## src/rtl/wire_demo_pkg.sv

```systemverilog
// Shared definitions for the wire_demo datapath: default width and opcode encoding.
package wire_demo_pkg;

  // Default operand/result width; must be even and at least 4.
  localparam int W_DEFAULT = 8;

  localparam int OP_W = 3;

  // Opcode encoding for the op input.
  localparam logic [OP_W-1:0] OP_AND  = 3'd0;
  localparam logic [OP_W-1:0] OP_OR   = 3'd1;
  localparam logic [OP_W-1:0] OP_XOR  = 3'd2;
  localparam logic [OP_W-1:0] OP_ADD  = 3'd3;
  localparam logic [OP_W-1:0] OP_SUB  = 3'd4;
  localparam logic [OP_W-1:0] OP_NOT  = 3'd5;
  localparam logic [OP_W-1:0] OP_PASS = 3'd6;
  localparam logic [OP_W-1:0] OP_SWAP = 3'd7;

endpackage : wire_demo_pkg

```

## src/rtl/wire_demo_logic.sv

```systemverilog
// Purely combinational op unit: result, carry/borrow, zero and parity built
// from continuous assignments only, with no state.
module wire_demo_logic
  import wire_demo_pkg::*;
#(
  parameter int W = W_DEFAULT
) (
  input  logic [OP_W-1:0] op,
  input  logic [W-1:0]    a,
  input  logic [W-1:0]    b,
  output logic [W-1:0]    y,
  output logic            carry,
  output logic            zero,
  output logic            parity
);

  // One extra bit on both arithmetic paths: bit W is the carry for ADD and,
  // because the operands are zero-extended, the unsigned borrow (a < b) for SUB.
  logic [W:0] sum;
  logic [W:0] diff;

  assign sum  = {1'b0, a} + {1'b0, b};
  assign diff = {1'b0, a} - {1'b0, b};

  // Result mux over all eight opcodes; the case is complete, so there is no default hole.
  assign y = (op == OP_AND)  ? (a & b)                  :
             (op == OP_OR)   ? (a | b)                  :
             (op == OP_XOR)  ? (a ^ b)                  :
             (op == OP_ADD)  ? sum[W-1:0]               :
             (op == OP_SUB)  ? diff[W-1:0]              :
             (op == OP_NOT)  ? ~a                       :
             (op == OP_PASS) ? a                        :
                               {a[W/2-1:0], a[W-1:W/2]};

  // Carry only means something for the arithmetic ops; logic ops report 0.
  assign carry = (op == OP_ADD) ? sum[W]  :
                 (op == OP_SUB) ? diff[W] :
                                  1'b0;

  assign zero   = ~|y;
  assign parity = ^y;

endmodule : wire_demo_logic

```

## src/rtl/wire_demo.sv

```systemverilog
// Top of the wire_demo datapath: combinational op unit exposed directly on
// y_comb, plus a single register stage capturing result and flags on in_valid.
module wire_demo
  import wire_demo_pkg::*;
#(
  parameter int W = W_DEFAULT
) (
  input  logic            clk,
  input  logic            rst,
  input  logic            in_valid,
  input  logic [OP_W-1:0] op,
  input  logic [W-1:0]    a,
  input  logic [W-1:0]    b,
  output logic [W-1:0]    y_comb,
  output logic [W-1:0]    y_reg,
  output logic            carry_reg,
  output logic            zero_reg,
  output logic            parity_reg,
  output logic            out_valid
);

  logic carry_c;
  logic zero_c;
  logic parity_c;

  wire_demo_logic #(
    .W (W)
  ) u_logic (
    .op     (op),
    .a      (a),
    .b      (b),
    .y      (y_comb),
    .carry  (carry_c),
    .zero   (zero_c),
    .parity (parity_c)
  );

  // Output register: load result and flags on in_valid, hold otherwise; out_valid tracks in_valid.
  always_ff @(posedge clk or posedge rst) begin
    if (rst) begin
      // zero_reg resets to 1 so the flags agree with the cleared y_reg.
      y_reg      <= '0;
      carry_reg  <= 1'b0;
      zero_reg   <= 1'b1;
      parity_reg <= 1'b0;
      out_valid  <= 1'b0;
    end else begin
      // NOTE: non-blocking assignments so every register samples pre-edge values,
      // independent of statement order or of other always_ff blocks.
      out_valid <= in_valid;
      if (in_valid) begin
        y_reg      <= y_comb;
        carry_reg  <= carry_c;
        zero_reg   <= zero_c;
        parity_reg <= parity_c;
      end
    end
  end

endmodule : wire_demo

```

## config.mk

```make
export PLATFORM = sky130hd
export DESIGN_NAME = wire_demo
export DESIGN_NICKNAME = d
export VERILOG_FILES = /design/src/rtl/wire_demo_pkg.sv /design/src/rtl/wire_demo_logic.sv /design/src/rtl/wire_demo.sv
export SDC_FILE = /design/constraint.sdc
export NUM_CORES = 1
export LEC_CHECK = 0
export BUFFER_PORTS_ARGS = -buffer_cell sky130_fd_sc_hd__buf_2
export CORE_MARGIN = 2
export CORE_UTILIZATION = 51
export CTS_CLUSTER_DIAMETER = 200
export DETAILED_ROUTE_END_ITERATION = 12
export PLACE_DENSITY = 0.78
export SLEW_MARGIN = 20
export SYNTH_ARGS = -nofsm -noshare
export SYNTH_HDL_FRONTEND = slang
export SYNTH_SLANG_ARGS = --single-unit
export TNS_END_PERCENT = 50
```

## constraint.sdc

```tcl
create_clock -name clk -period 2.05 [get_ports clk]
set_input_delay 0.205 -clock clk [delete_from_list [all_inputs] [get_ports clk]]
set_output_delay 0.205 -clock clk [all_outputs]
set_load 0.01 [all_outputs]
```

==> impl_metrics.toml, run 1 <==
[outcome]
status = "complete, but fails checks"
violations = "setup timing"

[global_routing]
antenna_found_initial = 0
grt_pass1_vias = 3129
grt_max_degree = 23
grt_overflow = 0
track_usage = 0.486
grt_pass1_wl_um = 16200

[detailed_routing]
vias = 3184
postRouteAntennaNets = 0
drtPass1Iterations = 6
drcViolationCount = 0
drt_wl_total_um = 12100
wire_per_inst_um = 27.0
drtIter0Drc = 555
viasPerCell = 7.08

[floorplanning]
dieHeight_um = 68.5
dieWidth_um = 68.5
rows = 23
core_um2 = 4000
io_pins = 42
initial_core_util = 0.530
dieArea_um2 = 4690

[sta]
fmax_ghz = 0.373
fin_tns_setup_ns = -3.70
worstMarginPinSlew_ns = 0.546
worst_slew_margin_rel = 0.635
layout_min_cycle_time_ns = 2.68
drv_slew = 0
setup_slack_ns = -0.633
hold_viol = 0
fin_hold_ws_ns = 0.334
finalCritPeriodShare = 1.31
rsz0062_at_grt = "true"
clock_skew_ns = 0
final-setup-viol-count = 14

[synthesis]
ys_seq_area_frac = 0.142
synth_cells = 265
ys.flop_type = "dfrtp_1"
synth_area_um2 = 2120
ys_async_sr_fraction = 1.00
syn-mean-instance-area_um2 = 8.00
synth.net_count = 317
synth-seq-cells = 12
yosysWarnings = 0
synth_edf_count = 0
ys_types = 61

[power]
ir_drop_uv = 670
p_per_area_nw_per_um2 = 522
power.leakage_nw = 1.75

[final_layout]
syn_to_final_growth_pct = 70.9
drive_gt1_frac = 0.553
seq_area_um2 = 302
largest_reg_flops = 8
final_nets = 453
multi_input_area_um2 = 1950
post-route-util = 0.906
fill_cells = 157
n_antenna_cell = 0

[clock_tree]
cts_tree = "done"
htreeDepth = 1
path_clk_slew_ns = 0.06
insertion_delay_ns = 0.26
cts_made_buffers = 3
ctsRootBufferMaster = "clkbuf_8"
cts_sinks = 12
cts_max_path_buffers = 2

[worst_setup_path]
startpoint_type = "input pin"
arrival_ns = 2.80
required_ns = 2.17
cp_max_fo = 4
crit_path_end_kind = "flop"
crit_type = "in -> reg"

[place]
hpwl_um = 5680
io_buffers = 41
gp_congestion = 0.995

[flow_run]
drv_cap = 0

[worst_hold_path]
min_path_type = "in -> reg"
report_power, final:
part           switching (mW)  total (mW)  leakage [nW]  internal [mW]
Clock                   0.105       0.275        0.0288          0.171
Sequential             0.0405       0.318         0.139          0.277
Combinational           0.677        1.30          1.59          0.622
through the flow:
step	power [mW]	worst slack (ns)	std cells	cell area, um2
finish	1.89	-0.633	450	3620
detailed placement	1.19	-0.816	429	3070
floorplan	0.810	-0.368	265	2220
global placement	1.15	-0.649	429	3070
global route	1.94	-0.659	450	3620
CTS	1.66	-0.455	456	3530
layer usage:
metal,up-vias,track usage,part of all wire
li1,1204,-,-
met1,1456,0.536,0.33
met2,366,0.766,0.43
met3,158,0.171,0.13
met4,0,0.350,0.11
met5,-,0.0250,0
final timing paths:
path / startpoint / to / slack, ns / cells past startpoint
worst max register to register: y_reg[1] / y_reg[1] / 1.18 / 1
worst min register to register: zero_reg / zero_reg / 0.50 / 2
worst min-delay path: in_valid / out_valid / 0.33 / 1
max in group asynchronous: rst / zero_reg / 1.14 / 3
worst max-delay path: a[1] / parity_reg / -0.63 / 14
min in group asynchronous: rst / y_reg[7] / 0.55 / 3
cell usage after synthesis (4+ instances only):
master | n | share of area
inv_1 | 32 | 0.057
ha_1 | 28 | 0.17
nor2_1 | 21 | 0.037
a21oi_1 | 16 | 0.038
o21ai_0 | 14 | 0.033
mux2i_1 | 12 | 0.057
nand2_1 | 12 | 0.021
dfrtp_1 | 11 | 0.13
nor3_1 | 8 | 0.019
xnor2_1 | 8 | 0.033
buf_2 | 6 | 0.014
nand3_1 | 6 | 0.014
a31oi_1 | 5 | 0.015
nand2b_1 | 5 | 0.015
buf_6 | 4 | 0.021
clkbuf_1 | 4 | 0.0071
kinds of logic after synthesis:
kind of cell | synth area share
xor gates and xnor gates | 0.0372
and+or+nand+nor | 0.151
muxes | 0.104
adders and majority gates | 0.189
buffers and inverters | 0.115
AOI/OAI and AO/OA | 0.260
DFF | 0.142
repair_timing:
action / CTS / global route
pin swaps: 33 / 26
buffers inserted: 24 / 6
resized for setup: 50 / 25
setup endpoints to repair: 10 / 15
hold buffers: 1 / 0
endpoints found under the hold margin: 11 / 0
placed cells by master (no fill, tap or decap), types with 3 or more instances in the layout:
cell type   n
mux2_4      3
buf_4      93
xnor2_2     5
nand3_1     5
nand2_1    12
a21oi_4     3
inv_2       7
nor3_1      8
xnor2_1     3
clkbuf_8    4
o211ai_1    3
a31oi_4     3
buf_6      17
ha_4        9
o21ai_0    11
a21oi_1    12
dfrtp_1    11
inv_1      26
nor2_1     18
mux2i_1    11
a21oi_2     4
buf_2      34
nand2b_1    4
ha_1       17
o21ai_2     3
nor2_4      3
worst max-delay path: stages:
cell	delay (ns)
buf_8	0.08
clkinvlp_4	0.15
buf_6	0.16
fa_2	0.37
nand2b_4	0.18
a21o_1	0.19
a21oi_2	0.15
nor2_2	0.06
o31ai_2	0.26
a22oi_1	0.13
ha_1	0.37
xnor2_2	0.17
xnor2_1	0.23
a21oi_2	0.11
area by class of cell:
| type | count | share of cell area |
|---|---|---|
| inverter | 35 | 0.0380 |
| clock buffer | 4 | 0.0152 |
| sequential | 12 | 0.0832 |
| multi-input combinational | 201 | 0.537 |
| timing repair buffer | 148 | 0.309 |
| tap | 50 | 0.0173 |
No activity file was read; power rests on OpenSTA's default activity.
==> run 2, diff against run 1 <==
--- a/config.mk
+++ b/config.mk
@@ -11,6 +11,7 @@
 export CTS_CLUSTER_DIAMETER = 200
 export DETAILED_ROUTE_END_ITERATION = 12
 export PLACE_DENSITY = 0.78
+export REMOVE_ABC_BUFFERS = 1
 export SLEW_MARGIN = 20
 export SYNTH_ARGS = -nofsm -noshare
 export SYNTH_HDL_FRONTEND = slang
==> impl_metrics.toml, run 2 (synthesis gave the netlist of run 1 again) <==
[sta]
rsz0062_at_grt = "true"
worstMarginPinSlew_ns = 0.499
drv_slew = 0
finalCritPeriodShare = 1.23
layout_min_cycle_time_ns = 2.53
fin_hold_ws_ns = 0.330
fin_tns_setup_ns = -2.63
worst_slew_margin_rel = 0.667
clock_skew_ns = 0
setup_slack_ns = -0.480
fmax_ghz = 0.395
final-setup-viol-count = 11
hold_viol = 0

[outcome]
violations = "setup timing"
status = "complete, but fails checks"

[worst_hold_path]
hp-start = "in_valid"
min_path_type = "in -> reg"

[final_layout]
final_cell_mix = "buf_4, buf_2, inv_1, nor2_1"
seq_area_um2 = 302
final_common_cell = "buf_4"
final_nets = 453
multi_input_area_um2 = 1950
largest_reg_flops = 8
fill_cells = 149
fin_area_um2 = 3660
syn_to_final_growth_pct = 72.5
post-route-util = 0.914
drive_gt1_frac = 0.560
fin_cells = 450
n_antenna_cell = 0

[place]
place_area_um2 = 2960
io_buffers = 41
gp_congestion = 0.927
hpwl_um = 5600
dp.cells = 427
pre_cts_ws_ns = -0.746

[worst_setup_path]
required_ns = 2.16
crit_path_top_delay_cell = "fa_2"
reg2reg_from = "y_reg[1]"
path_cells = "buf_8 > inv_4 > ha_4 > fa_2 > o21bai_4 > a221oi_2 > o21bai_1 > xnor2_1 > o21ai_2 > o31ai_1 > ha_1 > xnor2_2 > xnor2_1 > a21oi_1"
crit_path_frequent_cell = "xnor2_1"
crit_type = "in -> reg"
cp-startpoint = "a[0]"
slowest_delay_ns = 0.40
cp_max_fo = 3
arrival_ns = 2.64
startpoint_type = "input pin"
crit_path_end_kind = "flop"

[power]
power.total_mw = 1.80
power.leakage_nw = 1.75
ir_drop_uv = 530
p_per_area_nw_per_um2 = 493

[floorplanning]
rows = 23
io_pins = 42
dieHeight_um = 68.5
initial_core_util = 0.530
core_um2 = 4000
dieWidth_um = 68.5
dieArea_um2 = 4690

[detailed_routing]
drcViolationCount = 0
highest_layer = "met4"
postRouteAntennaNets = 0
wl_met2_um = 4960
drtIter0Drc = 516
route.met3.wl_um = 1250
wl_met1_um = 3600
drt_wl_total_um = 10800
viasPerCell = 6.80
drtPass1Iterations = 6
wire_per_inst_um = 24.0
vias = 3061

[clock_tree]
insertion_delay_ns = 0.25
cts_max_path_buffers = 2
cts_sinks = 12
htreeDepth = 1
ctsRootBufferMaster = "clkbuf_8"
path_clk_slew_ns = 0.06
cts_tree = "done"
cts_made_buffers = 3

[global_routing]
track_usage = 0.349
grt_max_degree = 23
grt_pass1_vias = 2614
grt_pass1_wl_um = 12200
antenna_found_initial = 0
grt_overflow = 0

[flow_run]
drv_cap = 0
## run 2: what timing repair did
action,in CTS,in global routing
hold buffers,1,0
pin swaps,29,38
setup buffers,8,15
hold endpoints to repair,11,0
setup endpoints to repair,11,11
gates resized for setup,45,61
## run 2: routing by layer
layer  global-route usage  vias up
met3               0.0641      117
li1                     -     1211
met2                0.609      320
met4                0.178        0
met1                0.401     1413
met5                    0        -
## run 2: worst max-delay path, delay by kind of cell
kind / cells / cell delay (ns)
AO/OA/AOI/OAI: 6 / 0.92
XOR/XNOR: 3 / 0.47
adder cells (fa/ha/maj): 3 / 0.91
buffers and inverters: 2 / 0.13
## run 2: layout make-up
class,instances,area share
Sequential cell,12,0.0825
Inverter,35,0.0400
Clock buffer,4,0.0151
Timing Repair Buffer,148,0.311
Multi-Input combinational cell,201,0.534
Tap cell,50,0.0171
## run 2: report_power, final
part | switching [mW] | total, mW | leakage (nW) | internal (mW)
combinational | 0.623 | 1.22 | 1.59 | 0.602
sequential | 0.0268 | 0.304 | 0.139 | 0.277
clock | 0.103 | 0.273 | 0.0288 | 0.170
## run 2: worst paths after layout
kind,to,slack (ns),cells after the start
setup / recovery,parity_reg,-0.48,14
hold / removal,out_valid,0.33,1
hold reg to reg,zero_reg,0.47,2
max in group asynchronous,zero_reg,1.16,3
setup reg to reg,y_reg[1],1.20,1
min in group asynchronous,y_reg[1],0.54,3
==> run 3, diff against run 2 <==
--- a/config.mk
+++ b/config.mk
@@ -12,6 +12,7 @@
 export DETAILED_ROUTE_END_ITERATION = 12
 export PLACE_DENSITY = 0.78
 export REMOVE_ABC_BUFFERS = 1
+export SETUP_SLACK_MARGIN = 0.3
 export SLEW_MARGIN = 20
 export SYNTH_ARGS = -nofsm -noshare
 export SYNTH_HDL_FRONTEND = slang
==> impl_metrics.toml, run 3 (synthesis gave the netlist of run 1 again) <==
[outcome]
status = "complete, but fails checks"
violations = "DRC, setup timing"

[worst_hold_path]
min_to = "out_valid"
hold_depth = 1
min_path_type = "in -> reg"
hp-start = "in_valid"

[place]
place_area_um2 = 2960
pre_cts_ws_ns = -0.746
dp.cells = 427
hpwl_um = 5600
gp_congestion = 0.927
io_buffers = 41

[final_layout]
final_common_cell = "buf_4"
syn_to_final_growth_pct = 77.8
n_antenna_cell = 0
fin_area_um2 = 3770
fin_cells = 454
final_cell_mix = "buf_4, buf_2, buf_6, nor2_1, inv_1"
post-route-util = 0.942
drive_gt1_frac = 0.594
largest_reg_flops = 8
final_nets = 457

[clock_tree]
cts_sinks = 12
htreeDepth = 1
path_clk_slew_ns = 0.06
insertion_delay_ns = 0.25
cts_made_buffers = 3
cts_tree = "done"
cts_max_path_buffers = 2
ctsRootBufferMaster = "clkbuf_8"

[power]
swShare = 0.441
power.total_mw = 1.94
switching_power_mw = 0.856
pwr-share-seq = 0.158
p_comb_frac = 0.694
power_frac_clock = 0.148
ir_drop_uv = 339
p_per_area_nw_per_um2 = 516
p_int_mw = 1.09
power.leakage_nw = 1.78

[detailed_routing]
drtIter0Drc = 719
drtPass1Iterations = 13
drt_wl_total_um = 13000
vias = 3332
postRouteAntennaNets = 0
viasPerCell = 7.34
wire_per_inst_um = 28.7
drcViolationCount = 6

[global_routing]
grt_overflow = 0
grt_pass1_wl_um = 15700
track_usage = 0.460
antenna_found_initial = 0
grt_max_degree = 23
grt_pass1_vias = 3075

[sta]
clock_skew_ns = 0
rsz0062_at_grt = "true"
worstMarginPinSlew_ns = 0.506
drv_slew = 0
setup_slack_ns = -0.640
fin_hold_ws_ns = 0.334
finalCritPeriodShare = 1.31
fmax_ghz = 0.372
worst_slew_margin_rel = 0.662
final-setup-viol-count = 14
hold_viol = 0
fin_tns_setup_ns = -4.09
layout_min_cycle_time_ns = 2.69

[floorplanning]
dieWidth_um = 68.5
initial_core_util = 0.530
dieArea_um2 = 4690
io_pins = 42
dieHeight_um = 68.5
rows = 23
core_um2 = 4000

[worst_setup_path]
rr_endpoint = "y_reg[5]"
crit_path_end_kind = "flop"
startpoint_type = "input pin"
arrival_ns = 2.81
required_ns = 2.17
regToRegSetupSlack_ns = 1.17
crit_type = "in -> reg"
reg2reg_from = "y_reg[5]"
r2r_cells = 2
cp_max_fo = 3

[flow_run]
drv_cap = 0
-- run 3: cell count changes in the layout (fill, tap and decap cells not counted), moves of 3 or more --
cell     delta
buf_2       -3
buf_6       +5
ha_2        +5
ha_1        -5
a21oi_1     -3
buf_8       +3
inv_1       -3
-- run 3: how the worst max path moves through the flow --
stage / startpoint / endpoint / cells after the start
6_report: b[0] / parity_reg / 14
5_1_grt: b[0] / parity_reg / 14
4_1_cts: a[0] / y_comb[6] / 13
3_5_place_dp: a[0] / parity_reg / 14
3_3_place_gp: a[0] / parity_reg / 14
2_1_floorplan: a[0] / parity_reg / 13
-- run 3: power groups by stage --
stage          Sequential [mW]  Combinational (mW)  Clock, mW
6_report                 0.307                1.35      0.287
4_1_cts                  0.298                1.05      0.264
5_1_grt                  0.308                1.38      0.283
2_1_floorplan            0.320               0.423          0
3_3_place_gp             0.299               0.818          0
3_5_place_dp             0.300               0.847          0
-- run 3: per-layer routing --
layer  GRT usage  part of all wire  vias to the layer above
met5           0                 0                        -
met4       0.340              0.13                        0
met3       0.122              0.16                      210
met2       0.749              0.40                      434
met1       0.510              0.31                     1461
li1            -                 -                     1227
-- run 3: worst max-delay path, cell delays in order --
cell      delay (ns)
buf_8           0.10
ha_4            0.15
inv_4           0.04
fa_2            0.36
nand2b_4        0.17
a21o_1          0.22
a21oi_2         0.29
nor2_2          0.09
o31ai_2         0.29
a22oi_1         0.17
ha_2            0.38
xnor2_2         0.12
xnor2_1         0.14
a21oi_1         0.09
-- run 3: repair_timing --
| item | in CTS | in global routing |
|---|---|---|
| gates resized for setup | 94 | 38 |
| hold endpoints to repair | 11 | 0 |
| buffers inserted | 13 | 9 |
| hold buffers | 1 | 0 |
| setup endpoints to repair | 18 | 18 |
| pin swaps | 44 | 29 |
-- run 3: final cells by class --
cell class | count | area [um2]
Clock buffer | 4 | 55.1
Fill cell | 112 | 231
Inverter | 35 | 151
Multi-Input combinational cell | 201 | 1980
Sequential cell | 12 | 302
Tap cell | 50 | 62.6
Timing Repair Buffer | 152 | 1220
